===== src/rtl/spi_word_controller.sv =====
// spi_word_controller: mode-0, MSB-first SPI initiator exchanging one WORD_BITS word per transaction.
// Define SPI_CONTROLLER_BURST_EN to add cs_hold, which keeps CS low across consecutive words.
module spi_word_controller #(
  parameter int WORD_BITS = 64,
  parameter int CLK_DIV   = 4,
  parameter int CS_SETUP  = 2,
  parameter int CS_IDLE   = 2
) (
  input  logic                 clk,
  input  logic                 resetn,
  input  logic [WORD_BITS-1:0] tx_data,
  input  logic                 tx_valid,
  output logic                 tx_ready,
`ifdef SPI_CONTROLLER_BURST_EN
  input  logic                 cs_hold,
`endif
  output logic [WORD_BITS-1:0] rx_data,
  output logic                 rx_valid,
  output logic                 busy,
  output logic                 SCK,
  output logic                 CS,
  output logic                 COPI,
  input  logic                 CIPO,
  output logic [2:0]           dbg_state
);

  // Handshake: a word is accepted in the cycle where tx_valid && tx_ready are both high;
  // tx_data is captured then and never re-sampled. rx_valid is a one-cycle pulse with no backpressure.

  typedef enum logic [2:0] {
    ST_IDLE  = 3'd0,
    ST_SETUP = 3'd1,
    ST_LOW   = 3'd2,
    ST_HIGH  = 3'd3,
    ST_TAIL  = 3'd4,
    ST_GAP   = 3'd5,
    ST_WAIT  = 3'd6
  } state_t;

  localparam int CNT_MAX0 = (CLK_DIV > CS_SETUP) ? CLK_DIV : CS_SETUP;
  localparam int CNT_MAX  = (CNT_MAX0 > CS_IDLE) ? CNT_MAX0 : CS_IDLE;
  localparam int CNT_W    = $clog2(CNT_MAX + 1);
  localparam int BIT_W    = $clog2(WORD_BITS + 1);

  localparam logic [CNT_W-1:0] DIV_LAST   = CNT_W'(CLK_DIV - 1);
  localparam logic [CNT_W-1:0] SETUP_LAST = CNT_W'(CS_SETUP - 1);
  localparam logic [CNT_W-1:0] IDLE_LAST  = CNT_W'(CS_IDLE - 1);
  localparam logic [BIT_W-1:0] BITS_ALL   = BIT_W'(WORD_BITS);

  state_t                 state_q, state_d;
  logic [CNT_W-1:0]       cnt_q, cnt_d;
  logic [BIT_W-1:0]       bit_cnt_q, bit_cnt_d;
  logic [BIT_W-1:0]       bit_next;
  logic [WORD_BITS-1:0]  tx_sr_q, tx_sr_d;
  logic [WORD_BITS-1:0]  rx_sr_q, rx_sr_d;
  logic [WORD_BITS-1:0]  rx_data_q, rx_data_d;
  logic                   rx_valid_q, rx_valid_d;
  logic                   tx_ready_q, tx_ready_d;
  logic                   busy_q, busy_d;
  logic                   sck_q, sck_d;
  logic                   cs_q, cs_d;
  logic                   copi_q, copi_d;
  logic                   accept;
`ifdef SPI_CONTROLLER_BURST_EN
  logic                   hold_q, hold_d;
`endif

  always_comb begin
    state_d    = state_q;
    cnt_d      = cnt_q;
    bit_cnt_d  = bit_cnt_q;
    bit_next   = bit_cnt_q + 1'b1;
    tx_sr_d    = tx_sr_q;
    rx_sr_d    = rx_sr_q;
    rx_data_d  = rx_data_q;
    rx_valid_d = 1'b0;
    tx_ready_d = tx_ready_q;
    busy_d     = busy_q;
    sck_d      = sck_q;
    cs_d       = cs_q;
    copi_d     = copi_q;
    accept     = tx_valid && tx_ready_q;
`ifdef SPI_CONTROLLER_BURST_EN
    hold_d     = hold_q;
`endif

    case (state_q)
      ST_IDLE: begin
        if (accept) begin
          tx_sr_d    = tx_data;
          copi_d     = tx_data[WORD_BITS-1];
          cs_d       = 1'b0;
          tx_ready_d = 1'b0;
          busy_d     = 1'b1;
          cnt_d      = '0;
          bit_cnt_d  = '0;
          state_d    = ST_SETUP;
`ifdef SPI_CONTROLLER_BURST_EN
          hold_d     = cs_hold;
`endif
        end
      end

      ST_SETUP: begin
        if (cnt_q == SETUP_LAST) begin
          cnt_d   = '0;
          sck_d   = 1'b1;
          state_d = ST_HIGH;
        end else begin
          cnt_d = cnt_q + 1'b1;
        end
      end

      ST_HIGH: begin
        if (cnt_q == DIV_LAST) begin
          // Sample CIPO on the cycle SCK falls; the peripheral only changes it after seeing SCK low.
          cnt_d     = '0;
          sck_d     = 1'b0;
          rx_sr_d   = {rx_sr_q[WORD_BITS-2:0], CIPO};
          bit_cnt_d = bit_next;
          if (bit_next == BITS_ALL) begin
            state_d = ST_TAIL;
          end else begin
            tx_sr_d = {tx_sr_q[WORD_BITS-2:0], 1'b0};
            copi_d  = tx_sr_q[WORD_BITS-2];
            state_d = ST_LOW;
          end
        end else begin
          cnt_d = cnt_q + 1'b1;
        end
      end

      ST_LOW: begin
        if (cnt_q == DIV_LAST) begin
          cnt_d   = '0;
          sck_d   = 1'b1;
          state_d = ST_HIGH;
        end else begin
          cnt_d = cnt_q + 1'b1;
        end
      end

      ST_TAIL: begin
        if (cnt_q == DIV_LAST) begin
          cnt_d      = '0;
          rx_data_d  = rx_sr_q;
          rx_valid_d = 1'b1;
          copi_d     = 1'b0;
`ifdef SPI_CONTROLLER_BURST_EN
          if (hold_q) begin
            tx_ready_d = 1'b1;
            state_d    = ST_WAIT;
          end else begin
            cs_d    = 1'b1;
            state_d = ST_GAP;
          end
`else
          cs_d    = 1'b1;
          state_d = ST_GAP;
`endif
        end else begin
          cnt_d = cnt_q + 1'b1;
        end
      end

      ST_GAP: begin
        if (cnt_q == IDLE_LAST) begin
          cnt_d      = '0;
          tx_ready_d = 1'b1;
          busy_d     = 1'b0;
          state_d    = ST_IDLE;
        end else begin
          cnt_d = cnt_q + 1'b1;
        end
      end

`ifdef SPI_CONTROLLER_BURST_EN
      ST_WAIT: begin
        // CS stays low; the next word skips SETUP and starts with a full LOW half-period.
        if (accept) begin
          tx_sr_d    = tx_data;
          copi_d     = tx_data[WORD_BITS-1];
          tx_ready_d = 1'b0;
          hold_d     = cs_hold;
          cnt_d      = '0;
          bit_cnt_d  = '0;
          state_d    = ST_LOW;
        end
      end
`endif

      default: begin
        state_d = ST_IDLE;
      end
    endcase
  end

  always_ff @(posedge clk or negedge resetn) begin
    if (!resetn) begin
      state_q    <= ST_IDLE;
      cnt_q      <= '0;
      bit_cnt_q  <= '0;
      tx_sr_q    <= '0;
      rx_sr_q    <= '0;
      rx_data_q  <= '0;
      rx_valid_q <= 1'b0;
      tx_ready_q <= 1'b1;
      busy_q     <= 1'b0;
      sck_q      <= 1'b0;
      cs_q       <= 1'b1;
      copi_q     <= 1'b0;
`ifdef SPI_CONTROLLER_BURST_EN
      hold_q     <= 1'b0;
`endif
    end else begin
      state_q    <= state_d;
      cnt_q      <= cnt_d;
      bit_cnt_q  <= bit_cnt_d;
      tx_sr_q    <= tx_sr_d;
      rx_sr_q    <= rx_sr_d;
      rx_data_q  <= rx_data_d;
      rx_valid_q <= rx_valid_d;
      tx_ready_q <= tx_ready_d;
      busy_q     <= busy_d;
      sck_q      <= sck_d;
      cs_q       <= cs_d;
      copi_q     <= copi_d;
`ifdef SPI_CONTROLLER_BURST_EN
      hold_q     <= hold_d;
`endif
    end
  end

  assign tx_ready  = tx_ready_q;
  assign rx_data   = rx_data_q;
  assign rx_valid  = rx_valid_q;
  assign busy      = busy_q;
  assign SCK       = sck_q;
  assign CS        = cs_q;
  assign COPI      = copi_q;
  assign dbg_state = state_q;

endmodule


===== config.mk =====
export PLATFORM = sky130hd
export DESIGN_NAME = spi_word_controller
export DESIGN_NICKNAME = d
export VERILOG_FILES = /design/src/rtl/spi_word_controller.sv
export SDC_FILE = /design/constraint.sdc
export NUM_CORES = 1
export LEC_CHECK = 0
export CAP_MARGIN = 20
export CORE_UTILIZATION = 58
export CTS_CLUSTER_SIZE = 8
export DETAILED_ROUTE_END_ITERATION = 10
export GPL_TIMING_DRIVEN = 1
export HOLD_SLACK_MARGIN = 0.08
export PLACE_DENSITY = 0.9
export SETUP_SLACK_MARGIN = 0.1
export SLEW_MARGIN = 10
export SYNTH_ARGS = -nofsm -noshare
export SYNTH_HDL_FRONTEND = slang
export SYNTH_SLANG_ARGS = --single-unit

===== constraint.sdc =====
create_clock -name clk -period 6.2 [get_ports clk]
set_clock_uncertainty 0.15 [all_clocks]
set_input_delay 1.24 -clock clk [delete_from_list [all_inputs] [get_ports clk]]
set_output_delay 1.24 -clock clk [all_outputs]
set_load 0.1 [all_outputs]

==> impl_metrics.yaml <==
clock_network:
  cts_max_level: 1
  post_cts_buffers: 0
  cts_resized: 0
  max-clock-path-buffers: 3
  clk_pin_slew_ns: 0.05
  hold_buffers: 0
  tritoncts: "yes"
  insertion_delay_ns: 0.56
  cts_root_buf: "clkbuf_16"
  numCtsBuffers: 30
  cts_sinks: 210
critical_path:
  path_cells: "clkdlybuf4s50_1"
  critical-path-top-delay-family: "buffers and inverters"
  startpoint_type: "flop"
  r2r_start: "cnt_q[0]"
  path_class: "reg2out"
  r2r_slack_ns: 2.93
  worst_path_max_delay_cell: "clkdlybuf4s50_1"
  worstPathMaxFanout: 19
  required_ns: 4.81
  worstRegToRegCells: 7
  r2r_end: "tx_sr_q[3]"
  cpPeakStageDelay_ns: 1.30
  crit_buf_inv: 1
  cp-end-kind: "primary output"
  critPathArrivalTime_ns: 2.55
min_path:
  min_from: "rx_data[62]"
  hp-class: "reg2reg"
  min_to: "rx_data[62]"
  holdPathStages: 1
grt:
  grt_pass1_vias: 6805
  gr-usage-all-layers_pct: 25.7
  grt_pass1_wl_um: 33700
  antenna_found_initial: 0
  grt_max_degree: 106
  grt_overflow_total: 0
timing:
  fmax_ghz: 0.254
  min_period_ns: 3.94
  hold_viol: 0
  setup_violations: 0
  hold-worst-slack_ns: 0.336
  worst_pin_slew_ns: 1.13
  finalSetupTns_ns: 0
  relSlewSlack_pct: 24.2
  maxSlewViolCount: 0
  rsz0062_at_grt: "false"
  fin_crit_sh_pct: 63.5
logic_synthesis:
  ys_async_sr_fraction_pct: 100
  synth_warnings: 0
  ys_seq_area_share_pct: 56.4
  synthFlopType: "dfrtp_1"
  avgSynthCellArea_um2: 10.6
  syn_inst: 884
  synth_edf_count: 0
  ys_types: 43
  synth_area_mm2: 0.00933
  syn_nets: 958
  synth-seq-cells: 210
placement:
  dp_cells: 1191
  placed_area_mm2: 0.0108
  hpwl_um: 11800
  gp_congestion: 0.767
  placement.io_buffers: 140
power:
  p_total_mw: 2.92
  powerDensity_mw_per_mm2: 252
  peakVddDrop_uv: 266
  p_comb_share_pct: 3.3
  p_leak_nw: 6.12
  p_sw_share_pct: 21.2
  p_seq_share_pct: 47.0
  clockPowerShare_pct: 49.7
  p_sw_mw: 0.619
  internal-power_mw: 2.30
finish:
  multiInputGateArea_mm2: 0.00376
  seq_area_mm2: 0.00526
  n_fill_cell: 962
  stdcell_count: 1238
  nets: 1086
  area_growth_pct: 24.5
  drive_above_1_share_pct: 16.0
  finalInstanceArea_mm2: 0.0116
  num_antenna_cells: 0
drt:
  first_pass_iters: 7
  drt-initial-drc-count: 434
  routed_wl_um: 20900
  avgViaCountPerCell: 5.42
  drt-wirelength-per-cell_um: 16.9
  drc: 0
  drtAntennaViolNets: 0
  num_vias: 6708
job:
  drv_cap: 0
die:
  dieArea_mm2: 0.0166
  die_x_um: 129
  fp.dieH_um: 129
  core-area_mm2: 0.0154
  ios: 141
  num_rows: 45
  start_util_pct: 60.5
run_status:
  status: "finished clean"
-- final cells by class --
class | count | area share [%]
Clock inverter | 2 | 0.323
Clock buffer | 45 | 6.95
Timing Repair Buffer | 147 | 12.6
Sequential cell | 210 | 45.3
Tap cell | 211 | 2.27
Multi-Input combinational cell | 615 | 32.4
Inverter | 8 | 0.259
-- cell usage in the layout (no fill, tap or decap), types with 2 or more instances in the layout --
master and instances:
a22oi_1 2, dfstp_2 2, o21ai_0 20, dfrtp_1 208, buf_4 7, or4_1 2
o21ai_1 2, clkdlybuf4s50_1 139, mux2_1 13, a31oi_1 2, clkbuf_16 30, o211ai_1 2
a211oi_1 2, clkbuf_1 15, mux2_2 56, mux2_4 59, a22o_1 3, nor2b_1 2
nand3_1 2, a21oi_1 9, nand2_1 396, ha_1 6, a21boi_0 2, inv_1 8
nor2_1 14
-- state kept, by name (all words and copies together), names as in the netlist, 3 cells and up --
register / count
dbg_state: 3
rx_data: 64
tx_sr_q: 63
rx_sr_q: 64
cnt_q: 3
bit_cnt_q: 7
-- how the worst max path moves through the flow --
stage                             from            to  slack (ns)  depth (start not counted)
after floorplan               tx_valid   tx_sr_q[10]        3.36                          5
after global placement        tx_valid    tx_sr_q[1]        2.38                          5
after detailed placement      tx_valid    tx_sr_q[3]        2.30                          5
after CTS                 dbg_state[2]  dbg_state[2]        2.27                          1
after global routing      dbg_state[2]  dbg_state[2]        2.19                          1
final                     dbg_state[2]  dbg_state[2]        2.26                          1
-- kinds of logic (layout without fill, tap and decap cells) --
| logic type | Yosys count | after routing | synth area share (%) |
|---|---|---|---|
| AOI/OAI and AO/OA | 49 | 49 | 3.26 |
| xor gates and xnor gates | 2 | 2 | 0.188 |
| adders and majority gates | 6 | 6 | 0.805 |
| buffers and inverters | 59 | 202 | 3.49 |
| DFF | 210 | 210 | 56.4 |
| muxes | 129 | 129 | 17.9 |
| and+or+nand+nor | 429 | 429 | 18.0 |
-- power by group through the flow --
stage | clock, mW | combinational, mW | sequential [mW]
floorplan | 0 | 0.0178 | 1.40
global placement | 0 | 0.0955 | 1.40
detailed placement | 0 | 0.0966 | 1.40
CTS | 1.48 | 0.0989 | 1.37
global route | 1.54 | 0.109 | 1.37
finish | 1.45 | 0.0970 | 1.37
-- stage by stage --
| step | worst slack [ns] | util (%) |
|---|---|---|
| floorplan | 3.36 | - |
| finish | 2.26 | 75.3 |
| detailed placement | 2.30 | 69.8 |
| global placement | 2.38 | 69.8 |
| CTS | 2.27 | 75.3 |
| global route | 2.19 | 75.3 |
-- cells in the mapped netlist (2+ instances only) --
master,instances,area (um^2)
nand2_1,397,1490
dfrtp_1,208,5200
mux2_4,59,886
mux2_2,56,631
clkbuf_1,36,135
o21ai_0,20,100
nor2_1,15,56.3
mux2_1,13,146
a21oi_1,9,45.0
inv_1,8,30.0
buf_12,6,120
ha_1,6,75.1
buf_2,5,25.0
buf_1,4,15.0
a22o_1,3,26.3
a211oi_1,2,15.0
a21boi_0,2,15.0
a22oi_1,2,15.0
a31oi_1,2,12.5
and3_1,2,12.5
dfstp_2,2,52.6
nand3_1,2,10.0
nor2b_1,2,12.5
o211ai_1,2,15.0
o21ai_1,2,10.0
or4_1,2,15.0
-- layer usage --
metal	wire, um	vias up	share of wire (%)	global-route usage (%)
met5	0	-	0	0
met4	401	0	1.9	6.44
met3	1670	44	8.0	6.61
met2	10100	246	48	43.3
met1	8730	3305	42	33.3
li1	-	3113	-	-
Power figures use the tool's default switching activity.
==> RTL change (same settings) <==
`CS_SETUP`: 2 -> 8.
--- a/src/rtl/spi_word_controller.sv
+++ b/src/rtl/spi_word_controller.sv
@@ -3,7 +3,7 @@
 module spi_word_controller #(
   parameter int WORD_BITS = 64,
   parameter int CLK_DIV   = 4,
-  parameter int CS_SETUP  = 2,
+  parameter int CS_SETUP  = 8,
   parameter int CS_IDLE   = 2
 ) (
   input  logic                 clk,
Behaviour: not the same (a bounded check fails within 4 cycles, from zero or initial values and one cycle with resetn low).
==> RTL change against the unedited design <==
  * Wire length decreased by 8.1%
  * Design area decreased by 1.5%
  * Synthesized cell count is 0.45% lower
  * Synthesized area shrank 2.6%
  * Worst setup slack improved by 0.087 ns
  * Critical path depth is the same
  * Maximum frequency rose by 2.3%
  * Non-clock buffer count increased by 1
  * Sequential cell count grew 1
  * Die area is 2.5% lower
  * Via count fell by 2.1%
  * Hold slack lost 0.0077 ns
  * Critical path type unchanged
Power is not compared: it rests on default switching activity, and its combinational part moved more than twofold at a synthesized area within 25%.
==> RTL change: results (changes against the unedited design) <==
The TritonCTS buffer count came out at 30 (unchanged). The number of vias per cell is 5.33 (was 5.42). The worst-skew pair later-pin latency is 0.52 ns (was 0.56 ns). The pre-CTS worst setup slack came out at 2.24 ns (was 2.30 ns). The sequential fraction of the synthesis area is 58.1% (was 56.4%). The relative slew slack was 30.5% (was 24.2%). The number of buffer cells added on primary ports came out at 140 (unchanged). The worst-case reg-to-reg path depth came to 5 (was 7). The number of cells on the worst hold path is 2 (was 1). Run status: finished, final reports clean (unchanged). The first-iteration detailed-routing DRC count came out at 412 (was 434).

The net count after synthesis is 952 (was 958). Synth top cells by count: nand2_1, dfrtp_1, mux2_2, clkbuf_1, o21ai_0 (was nand2_1, dfrtp_1, mux2_4, mux2_2, clkbuf_1). The number of fill cells is 997 (was 962). Biggest area contributors in the synthesized netlist: dfrtp_1, nand2_1, mux2_2 (was dfrtp_1, nand2_1, mux2_4). The top flip-flop cell by instance count after synthesis is dfrtp_1 (unchanged). The total number of nets in the final design is 1084 (was 1086).

The count of cells resized by post-cts repair came out at 0 (unchanged). The worst-case register-to-register setup slack came out at 2.82 ns (was 2.93 ns). The master of the slowest instance on the critical path is clkdlybuf4s50_1 (unchanged).

The total internal power came out at 3090 uW. The half-perimeter wire length after detailed placement came out at 11.3 mm (was 11.8 mm). The diode insertion count for antenna repair came out at 0 (unchanged). The arrival time at the worst endpoint came out at 2.46 ns (was 2.55 ns). The weighted congestion reported at the end of routability-driven placement is 0.812 (was 0.767).

The detailed-route wire length per cell is 15.6 um (was 16.9 um). The pin count of the biggest net entering global routing came to 123 (was 106). The count of different cell masters after synthesis came out at 49 (was 43).

The maximum root-to-sink buffer count is 3 (unchanged). The buffer cell driving the clock tree root is clkbuf_16 (unchanged). The synthesis warning total was 0 (unchanged).

The wire length of the first global-routing pass came out at 31.3 mm (was 33.7 mm). The share of synthesized registers carrying an async set or reset is 100% (unchanged). The H-tree depth reported by CTS is 1 (unchanged). The static leakage power is roughly 0.0057 uW. The global-route total usage across every layer was 24.0% (was 25.7%).

The peak clock frequency supported by timing came to 0.260 GHz (was 0.254 GHz). The detailed-routing iteration count for the pre-antenna-repair pass came out at 4 (was 7). The via count of the first global-routing pass came out at 6417 (was 6805). The critical path's largest stage delay was 1.27 ns (was 1.30 ns). The worst-path maximum fanout came out at 20 (was 19).

The fraction of final layout cells with drive strength greater than 1 came out at 15.9% (was 16.0%). The setup fix buffers added after clock tree synthesis was 0 (unchanged).
==> RTL change: cells by family after synthesis <==
| kind of cell | after synthesis | share of synthesized area, % |
|---|---|---|
| xor+xnor | 1 | 0.0964 |
| fa+ha+maj | 4 | 0.551 |
| buf+inv | 53 | 2.77 |
| simple gates | 434 | 18.9 |
| compound gates | 47 | 3.46 |
| mux | 130 | 16.1 |
| flops | 211 | 58.1 |
==> RTL change: final cells by class <==
type / instances / area share, %
Clock buffer: 41 / 7.11
Clock inverter: 1 / 0.0657
Inverter: 5 / 0.164
Multi-Input combinational cell: 616 / 31.2
Sequential cell: 211 / 46.2
Tap cell: 211 / 2.31
Timing Repair Buffer: 148 / 12.9
==> RTL change: path summary, 6_finish.rpt <==
| path | start | endpoint |
|---|---|---|
| max reg2reg | cnt_q[0]$_DFFE_PN0P_ | COPI$_DFFE_PN0P_ |
| max in group asynchronous | resetn | rx_data[21]$_DFFE_PN0P_ |
| max | dbg_state[1]$_DFFE_PN0P_ | dbg_state[1] |
| min reg2reg | CS$_DFFE_PN1P_ | CS$_DFFE_PN1P_ |
| min | CS$_DFFE_PN1P_ | CS$_DFFE_PN1P_ |
| min in group asynchronous | resetn | tx_sr_q[54]$_DFFE_PN0P_ |
==> RTL change: layer usage <==
layer	vias up	wire [um]	GRT usage [%]
li1	3122	-	-
met1	3213	8160	32.2
met2	199	9340	40.1
met3	32	1430	5.49
met4	0	253	5.60
met5	-	0	0
==> RTL change: power groups by stage <==
stage	clock network (uW)	logic, uW	registers [uW]
final	1440	1380	1860
after global routing	1530	1540	1900
after CTS	1460	1360	1860
after detailed placement	0	1340	1880
after global placement	0	1300	1860
after floorplan	0	975	1930
==> RTL change: stage by stage <==
step / utilization [%] / cells / instance area [sq um] / hold WS, ns / total power, uW
2_1_floorplan: - / 880 / 9090 / 0.292 / 2900
3_3_place_gp: 69.4 / 1190 / 10600 / 0.309 / 3160
3_5_place_dp: 69.4 / 1190 / 10600 / 0.321 / 3220
4_1_cts: 74.8 / 1232 / 11400 / 0.329 / 4690
5_1_grt: 74.9 / 1233 / 11400 / 0.339 / 4970
6_report: 74.9 / 1233 / 11400 / 0.328 / 4680
